File: src/rtl/lcd_pkg.sv
// ----------------------------------------------------------------------------
// lcd_pkg
// Shared definitions for the LCD write controller: FIFO word field positions,
// word-type encodings, controller state encoding and the RGB565 packer.
// ----------------------------------------------------------------------------
package lcd_pkg;

    // FIFO word layout: [31:26] ignored, [25:24] type, [23:0] payload
    localparam int unsigned TYPE_MSB  = 25;
    localparam int unsigned TYPE_LSB  = 24;
    localparam int unsigned BYTE_MSB  = 7;
    localparam int unsigned DELAY_MSB = 15;
    localparam int unsigned RED_MSB   = 23;
    localparam int unsigned RED_LSB   = 19;
    localparam int unsigned GRN_MSB   = 15;
    localparam int unsigned GRN_LSB   = 10;
    localparam int unsigned BLU_MSB   = 7;
    localparam int unsigned BLU_LSB   = 3;

    localparam logic [1:0] TYPE_CMD   = 2'b00;
    localparam logic [1:0] TYPE_PARAM = 2'b01;
    localparam logic [1:0] TYPE_PIXEL = 2'b10;
    localparam logic [1:0] TYPE_DELAY = 2'b11;

    typedef enum logic [2:0] {
        ST_IDLE    = 3'd0,
        ST_SETUP   = 3'd1,
        ST_WR_LOW  = 3'd2,
        ST_WR_HIGH = 3'd3,
        ST_DELAY   = 3'd4
    } lcdState_t;

    // Pack already-truncated colour channels into one RGB565 bus word
    function automatic logic [15:0] packRgb565(input logic [4:0] red5,
                                               input logic [5:0] grn6,
                                               input logic [4:0] blu5);
        return {red5, grn6, blu5};
    endfunction

endpackage

File: src/rtl/lcd_delay_timer.sv
// ----------------------------------------------------------------------------
// lcd_delay_timer
// Down-counting delay timer for delay words. A load strobe captures a 16-bit
// unit count; while enabled, a prescale counter divides the clock by PRESCALE
// and decrements the unit counter. o_done is high during the last cycle of
// the delay, or immediately when the loaded count is zero, so the owning FSM
// spends max(1, count*PRESCALE) cycles in its delay state.
// Only instantiated when LCD_DELAY_CMD_EN is defined.
// Ports:
//   i_clock   system clock
//   i_nReset  synchronous active-low reset
//   i_load    capture i_count and restart the prescaler
//   i_count   delay length in units
//   i_enable  count down (owner is in its delay state)
//   o_done    delay expires at the end of this cycle
// ----------------------------------------------------------------------------
module lcd_delay_timer #(
    parameter int unsigned PRESCALE = 50
) (
    input  logic        i_clock,
    input  logic        i_nReset,
    input  logic        i_load,
    input  logic [15:0] i_count,
    input  logic        i_enable,
    output logic        o_done
);

    localparam int unsigned PRE_W = (PRESCALE > 1) ? $clog2(PRESCALE) : 1;
    localparam logic [PRE_W-1:0] PRE_LAST = PRE_W'(PRESCALE - 1);

    logic [PRE_W-1:0] pre_r;
    logic [15:0]      unit_r;

    // Prescale and unit down-counters
    always_ff @(posedge i_clock) begin
        if (!i_nReset) begin
            pre_r  <= '0;
            unit_r <= 16'd0;
        end else if (i_load) begin
            pre_r  <= PRE_LAST;
            unit_r <= i_count;
        end else if (i_enable) begin
            if (pre_r == '0) begin
                pre_r <= PRE_LAST;
                if (unit_r != 16'd0) begin
                    unit_r <= unit_r - 16'd1;
                end
            end else begin
                pre_r <= pre_r - PRE_W'(1);
            end
        end
    end

    // Last cycle: final prescale tick of the final unit, or a zero-length delay
    assign o_done = (unit_r == 16'd0) || ((unit_r == 16'd1) && (pre_r == '0));

endmodule

File: src/rtl/lcd_write_ctrl.sv
// ----------------------------------------------------------------------------
// lcd_write_ctrl
// Drains a show-ahead 32-bit FIFO onto a 16-bit 8080-style LCD bus. Each word
// is popped in IDLE and replayed as one write beat (SETUP, WR_LOW, WR_HIGH)
// or, for delay words, as an idle wait.
// Build option: LCD_DELAY_CMD_EN - when defined, type-11 words are timed
// delays; when undefined they are popped and dropped with no bus activity.
// Ports:
//   i_clock      system clock
//   i_nReset     synchronous active-low reset
//   i_fifoData   FIFO head word (valid while i_fifoEmpty=0)
//   i_fifoEmpty  FIFO empty flag
//   o_fifoRead   pop strobe, one cycle per consumed word
//   o_lcdData    LCD data bus
//   o_lcdDc      0=command, 1=data
//   o_lcdWrN     write strobe, active low
//   o_lcdCsN     chip select, active low
//   o_busy       high whenever the controller is not IDLE
// ----------------------------------------------------------------------------
module lcd_write_ctrl
    import lcd_pkg::*;
#(
    parameter int unsigned WR_LOW_CYCLES  = 2,
    parameter int unsigned WR_HIGH_CYCLES = 2,
    parameter int unsigned DELAY_PRESCALE = 50
) (
    input  logic        i_clock,
    input  logic        i_nReset,
    input  logic [31:0] i_fifoData,
    input  logic        i_fifoEmpty,
    output logic        o_fifoRead,
    output logic [15:0] o_lcdData,
    output logic        o_lcdDc,
    output logic        o_lcdWrN,
    output logic        o_lcdCsN,
    output logic        o_busy
);

    localparam int unsigned MAX_PHASE = (WR_LOW_CYCLES > WR_HIGH_CYCLES) ? WR_LOW_CYCLES : WR_HIGH_CYCLES;
    localparam int unsigned PHASE_W   = $clog2(MAX_PHASE + 1);
    localparam logic [PHASE_W-1:0] LOW_LAST  = PHASE_W'(WR_LOW_CYCLES - 1);
    localparam logic [PHASE_W-1:0] HIGH_LAST = PHASE_W'(WR_HIGH_CYCLES - 1);

    lcdState_t          state_r;
    lcdState_t          stateNext_s;
    logic [PHASE_W-1:0] phaseCnt_r;
    logic               pop_s;
    logic [1:0]         wordType_s;
    logic               isDelay_s;
    logic [15:0]        beatData_s;
    logic               beatDc_s;
    logic               wrN_r;
    logic               csN_r;
    logic               dc_r;
    logic               busy_r;
    logic [15:0]        data_r;
    logic               unusedBits_s;

    assign wordType_s   = i_fifoData[TYPE_MSB:TYPE_LSB];
    assign isDelay_s    = (wordType_s == TYPE_DELAY);
    // Not every word bit feeds logic in every build; fold them so none dangle
    assign unusedBits_s = ^i_fifoData;

`ifdef LCD_DELAY_CMD_EN
    logic delayDone_s;

    lcd_delay_timer #(
        .PRESCALE (DELAY_PRESCALE)
    ) u_delayTimer (
        .i_clock  (i_clock),
        .i_nReset (i_nReset),
        .i_load   (pop_s & isDelay_s),
        .i_count  (i_fifoData[DELAY_MSB:0]),
        .i_enable (state_r == ST_DELAY),
        .o_done   (delayDone_s)
    );
`else
    logic [31:0] unusedPrescale_s;
    assign unusedPrescale_s = 32'(DELAY_PRESCALE);
`endif

    // Decode the head word into the bus value and DC level of its beat
    always_comb begin
        beatData_s = {8'h00, i_fifoData[BYTE_MSB:0]};
        beatDc_s   = 1'b1;
        case (wordType_s)
            TYPE_CMD:   beatDc_s   = 1'b0;
            TYPE_PIXEL: beatData_s = packRgb565(i_fifoData[RED_MSB:RED_LSB],
                                                i_fifoData[GRN_MSB:GRN_LSB],
                                                i_fifoData[BLU_MSB:BLU_LSB]);
            default:    beatDc_s   = 1'b1;
        endcase
    end

    // Next-state and pop decode; pops are gated by reset so none happen while held
    always_comb begin
        stateNext_s = state_r;
        pop_s       = 1'b0;
        case (state_r)
            ST_IDLE: begin
                if (!i_fifoEmpty && i_nReset) begin
                    pop_s = 1'b1;
                    if (isDelay_s) begin
`ifdef LCD_DELAY_CMD_EN
                        stateNext_s = ST_DELAY;
`else
                        stateNext_s = ST_IDLE;
`endif
                    end else begin
                        stateNext_s = ST_SETUP;
                    end
                end else begin
                    stateNext_s = ST_IDLE;
                end
            end
            ST_SETUP: stateNext_s = ST_WR_LOW;
            ST_WR_LOW: begin
                if (phaseCnt_r == LOW_LAST) begin
                    stateNext_s = ST_WR_HIGH;
                end else begin
                    stateNext_s = ST_WR_LOW;
                end
            end
            ST_WR_HIGH: begin
                if (phaseCnt_r == HIGH_LAST) begin
                    stateNext_s = ST_IDLE;
                end else begin
                    stateNext_s = ST_WR_HIGH;
                end
            end
`ifdef LCD_DELAY_CMD_EN
            ST_DELAY: begin
                if (delayDone_s) begin
                    stateNext_s = ST_IDLE;
                end else begin
                    stateNext_s = ST_DELAY;
                end
            end
`endif
            default: stateNext_s = ST_IDLE;
        endcase
    end

    // State register and strobe phase counter (restarts on every state change)
    always_ff @(posedge i_clock) begin
        if (!i_nReset) begin
            state_r    <= ST_IDLE;
            phaseCnt_r <= '0;
        end else begin
            state_r <= stateNext_s;
            if (stateNext_s != state_r) begin
                phaseCnt_r <= '0;
            end else if ((state_r == ST_WR_LOW) || (state_r == ST_WR_HIGH)) begin
                phaseCnt_r <= phaseCnt_r + PHASE_W'(1);
            end else begin
                phaseCnt_r <= '0;
            end
        end
    end

    // Bus outputs registered from the next state so they align with state_r
    always_ff @(posedge i_clock) begin
        if (!i_nReset) begin
            wrN_r  <= 1'b1;
            csN_r  <= 1'b1;
            dc_r   <= 1'b0;
            data_r <= 16'h0000;
            busy_r <= 1'b0;
        end else begin
            wrN_r  <= (stateNext_s != ST_WR_LOW);
            csN_r  <= !(stateNext_s inside {ST_SETUP, ST_WR_LOW, ST_WR_HIGH});
            busy_r <= (stateNext_s != ST_IDLE);
            // The beat value is latched on the pop edge and held until the next beat
            if (pop_s && !isDelay_s) begin
                data_r <= beatData_s;
                dc_r   <= beatDc_s;
            end
        end
    end

    assign o_fifoRead = pop_s;
    assign o_lcdData  = data_r;
    assign o_lcdDc    = dc_r;
    assign o_lcdWrN   = wrN_r;
    assign o_lcdCsN   = csN_r;
    assign o_busy     = busy_r;

endmodule
File: config.mk
export PLATFORM = sky130hd
export DESIGN_NAME = lcd_write_ctrl
export DESIGN_NICKNAME = d
export VERILOG_FILES = /design/src/rtl/lcd_pkg.sv /design/src/rtl/lcd_delay_timer.sv /design/src/rtl/lcd_write_ctrl.sv
export SDC_FILE = /design/constraint.sdc
export NUM_CORES = 1
export LEC_CHECK = 0
export ABC_AREA = 1
export CORE_MARGIN = 8
export CORE_UTILIZATION = 45
export DETAILED_ROUTE_END_ITERATION = 12
export DONT_BUFFER_PORTS = 1
export MAX_ROUTING_LAYER = met4
export PLACE_DENSITY_LB_ADDON = 0.08
export REMOVE_ABC_BUFFERS = 1
export SLEW_MARGIN = 20
export SYNTH_ARGS = -nofsm -noshare
export SYNTH_HDL_FRONTEND = slang
export SYNTH_HIERARCHICAL = 1
export SYNTH_SLANG_ARGS = --single-unit
File: constraint.sdc
create_clock -name i_clock -period 1.6 [get_ports i_clock]
set_clock_uncertainty 0.15 [all_clocks]
set_input_delay 0.08 -clock i_clock [delete_from_list [all_inputs] [get_ports i_clock]]
set_output_delay 0.08 -clock i_clock [all_outputs]
set_load 0.02 [all_outputs]
==> out/qor.log <==
qor: cts.cts.hold.buffers_added 11
qor: synth.netlist_instances 154
qor: sta.timing.setup.tns 0 ns
qor: cells_and_area.diodes 0
qor: die.row_count 17
qor: grt.global_route.overflow_total 0
qor: cts.tritoncts yes
qor: die.dieArea 4180 µm²
qor: grt.grt_pass1_wl 4060 µm
qor: cells_and_area.nets 201
qor: cells_and_area.multiInputGateArea 467 µm²
qor: critical_path.crit_family simple AND/OR/NAND/NOR gates
qor: job.timing.max_cap.violations 0
qor: die.die-height 64.6 µm
qor: synth.synth.cell_area 1060 µm²
qor: route.average_vias_per_placed_instance 4.87
qor: critical_path.path_max_fanout 10
qor: cts.post_cts_resized 0
qor: critical_path.crit_path_from state_r[1]$_SDFF_PN0_
qor: cells_and_area.fill_cells 239
qor: critical_path.crit_type reg -> out
qor: cells_and_area.ff_latch_area 480 µm²
qor: grt.maximum_number_of_pins_on_one_net_before_global_route_repair 27
qor: sta.fin_crit_sh 0.893
qor: grt.grt_pass1_vias 920
qor: sta.whs -0.323 ns
qor: cts.cts_num_sinks 24
qor: place.place.port_buffers 0
qor: critical_path.r2r-start state_r[0]$_SDFF_PN0_
qor: power_and_ir_drop.power_density 1020 nW/µm²
qor: route.finalWirelength 2400 µm
qor: critical_path.worstSetupStartpointType flop
qor: critical_path.critPathArrivalTime 1.20 ns
qor: die.ios 56
qor: worst_hold_path.hold_path_class in -> reg
qor: critical_path.critical_path.endpoint_type output pin
qor: sta.min_period 1.43 ns
qor: die.floorplan.initialDensity 0.477
qor: sta.maxSlewViolCount 0
qor: route.routed-via-count 935
qor: die.core_area 2230 µm²
qor: critical_path.crit_path_end o_fifoRead
qor: route.avgRoutedWirePerCell 12.5 µm
qor: cts.clock-root-buffer clkbuf_4
qor: critical_path.crit_cells 3
qor: route.route.detailed.drc 0
qor: run_status.failed_checks hold timing
qor: cts.cts_buffer_count 3
qor: place.gpl.final_weighted_congestion 0.655
qor: synth.yosysUniqueCellTypes 16
qor: sta.worst_slew_pin_slew 0.427 ns
qor: critical_path.timing.critical_path.slowest_stage_cell dfxtp_1
qor: sta.relSlewSlack 0.714
qor: place.hpwlAfterDp 1730 µm
qor: critical_path.timing.critical_path.cells inv_1 > nand2_1 > nor2_4
qor: synth.synth-warning-count 6
qor: power_and_ir_drop.power 1260 µW
qor: critical_path.critical_register_to_register_path_endpoint o_lcdCsN$_SDFF_PN1_
qor: sta.timing.fmax 700 MHz
qor: cts.clock_latency 0.31 ns
qor: route.number_of_design_rule_violations_left_by_the_first_detailed_router_iteration 33
qor: synth.ff_latch_count_synth 24
qor: sta.postLayoutSetupSlackWorst 0.171 ns
qor: cells_and_area.proportion_of_layout_cells_with_a_drive_suffix_above_1 0.0549
qor: cts.cts-root-to-sink-buffers 2
qor: sta.rsz0062_at_grt false
qor: critical_path.reg2reg_slack 0.19 ns
qor: critical_path.worstPathRequired 1.37 ns
qor: critical_path.buffer_and_inverter_count_on_the_worst_path 1
qor: grt.grt_use_total 0.121
qor: critical_path.r2r.worst_path.cells 6
qor: route.drt.antenna.violating_nets 0
qor: run_status.outcome complete, but fails checks
qor: cells_and_area.layout.core_utilization 0.551
qor: sta.setup_viol 0
qor: place.place_worst_setup_slack 0.207 ns
qor: critical_path.slowest_delay 0.35 ns
qor: power_and_ir_drop.p_leak 0.000561 µW
qor: cells_and_area.synth_to_layout_area_growth 15.6%
qor: grt.antenna_violations_before_repair 0
qor: sta.final_count_of_hold_timing_violations 20
qor: power_and_ir_drop.largest_voltage_drop_on_the_vdd_net 0.000610 V
qor: cts.clkTransAtPathRegs 0.13 ns
qor: synth.yosysSeqAreaShare 0.451
qor: synth.syn-mean-instance-area 6.91 µm²
qor: die.fp.dieW 64.6 µm
qor: cts.htree_num_levels 1
qor: route.dr.pass1.iters 4
==> worst min-delay path by stage <==
| stage | start | endpoint | cells past startpoint |
|---|---|---|---|
| after floorplan | i_nReset | o_lcdCsN$_SDFF_PN1_ | 1 |
| after global placement | i_nReset | o_lcdCsN$_SDFF_PN1_ | 1 |
| after detailed placement | i_nReset | o_lcdCsN$_SDFF_PN1_ | 1 |
| after CTS | i_nReset | o_lcdCsN$_SDFF_PN1_ | 1 |
| after global routing | i_nReset | o_lcdCsN$_SDFF_PN1_ | 1 |
| final | i_nReset | o_lcdCsN$_SDFF_PN1_ | 1 |
==> state kept, by name (all words and copies together), names as in the netlist <==
name,cells
phaseCnt_r,2
o_busy,1
o_lcdCsN,1
o_lcdData,16
o_lcdDc,1
o_lcdWrN,1
state_r,2
==> timing repair <==
item | 4_1_cts | 5_1_grt
setup endpoints to repair | 0 | 0
setup buffers | 0 | 0
hold endpoints to repair | 24 | 20
==> final cells by class <==
class | count | share of cell area
Inverter | 23 | 0.0701
Multi-Input combinational cell | 102 | 0.379
Clock inverter | 1 | 0.0244
Clock buffer | 3 | 0.0183
Tap cell | 28 | 0.0285
Sequential cell | 24 | 0.390
Timing Repair Buffer | 11 | 0.0894
==> per-stage QoR <==
step / instances / instance area (µm²)
floorplan: 149 / 1030
detailed placement: 177 / 1070
global placement: 177 / 1070
CTS: 192 / 1230
finish: 192 / 1230
global route: 192 / 1230
==> cells by family (layout without fill, tap and decap cells) <==
family	after synthesis	after routing	synth area share
AND/OR/NAND/NOR	84	84	0.347
AO/OA/AOI/OAI	17	17	0.0799
buffers and inverters	28	38	0.110
flip-flops	24	24	0.451
adder cells (fa/ha/maj)	1	1	0.0117
==> metal layers <==
layer,share of wire,global-route usage,up-vias,wire length [µm]
li1,-,-,489,-
met3,0.068,0.0361,4,163
met1,0.44,0.141,416,1070
met5,0,-,-,0
met4,0.0096,0.0490,0,23
met2,0.48,0.190,26,1150
==> Yosys cell counts (all sizes together) <==
cell type	n	share of area
nor2	22	0.099
inv	23	0.081
nand2	49	0.17
buf	3	0.022
a21oi	10	0.047
nand3	11	0.063
ha	1	0.012
dfxtp	24	0.45
nor4	2	0.012
o21ai	7	0.033
clkbuf	2	0.0071
==> report_power, final <==
group | total (µW) | leakage [µW] | internal (µW) | switching (µW)
registers | 678 | 0.000196 | 627 | 50.5
clock network | 440 | 0.0000279 | 253 | 187
logic | 143 | 0.000338 | 57.4 | 85.5
total | 1260 | 0.000561 | 938 | 323
==> cells in the final DEF, fill, tap and decap left out <==
| cell | instances |
|---|---|
| inv_2 | 1 |
| nand2_1 | 49 |
| dlygate4sd3_1 | 11 |
| inv_1 | 22 |
| nor2_1 | 19 |
| o21ai_0 | 7 |
| clkbuf_4 | 3 |
| nand3_1 | 10 |
| dfxtp_1 | 24 |
| nor2_4 | 3 |
| bufinv_16 | 1 |
| a21oi_1 | 10 |
| nand3_4 | 1 |
| ha_1 | 1 |
| nor4_1 | 2 |
No activity file was read; power rests on OpenSTA's default activity.
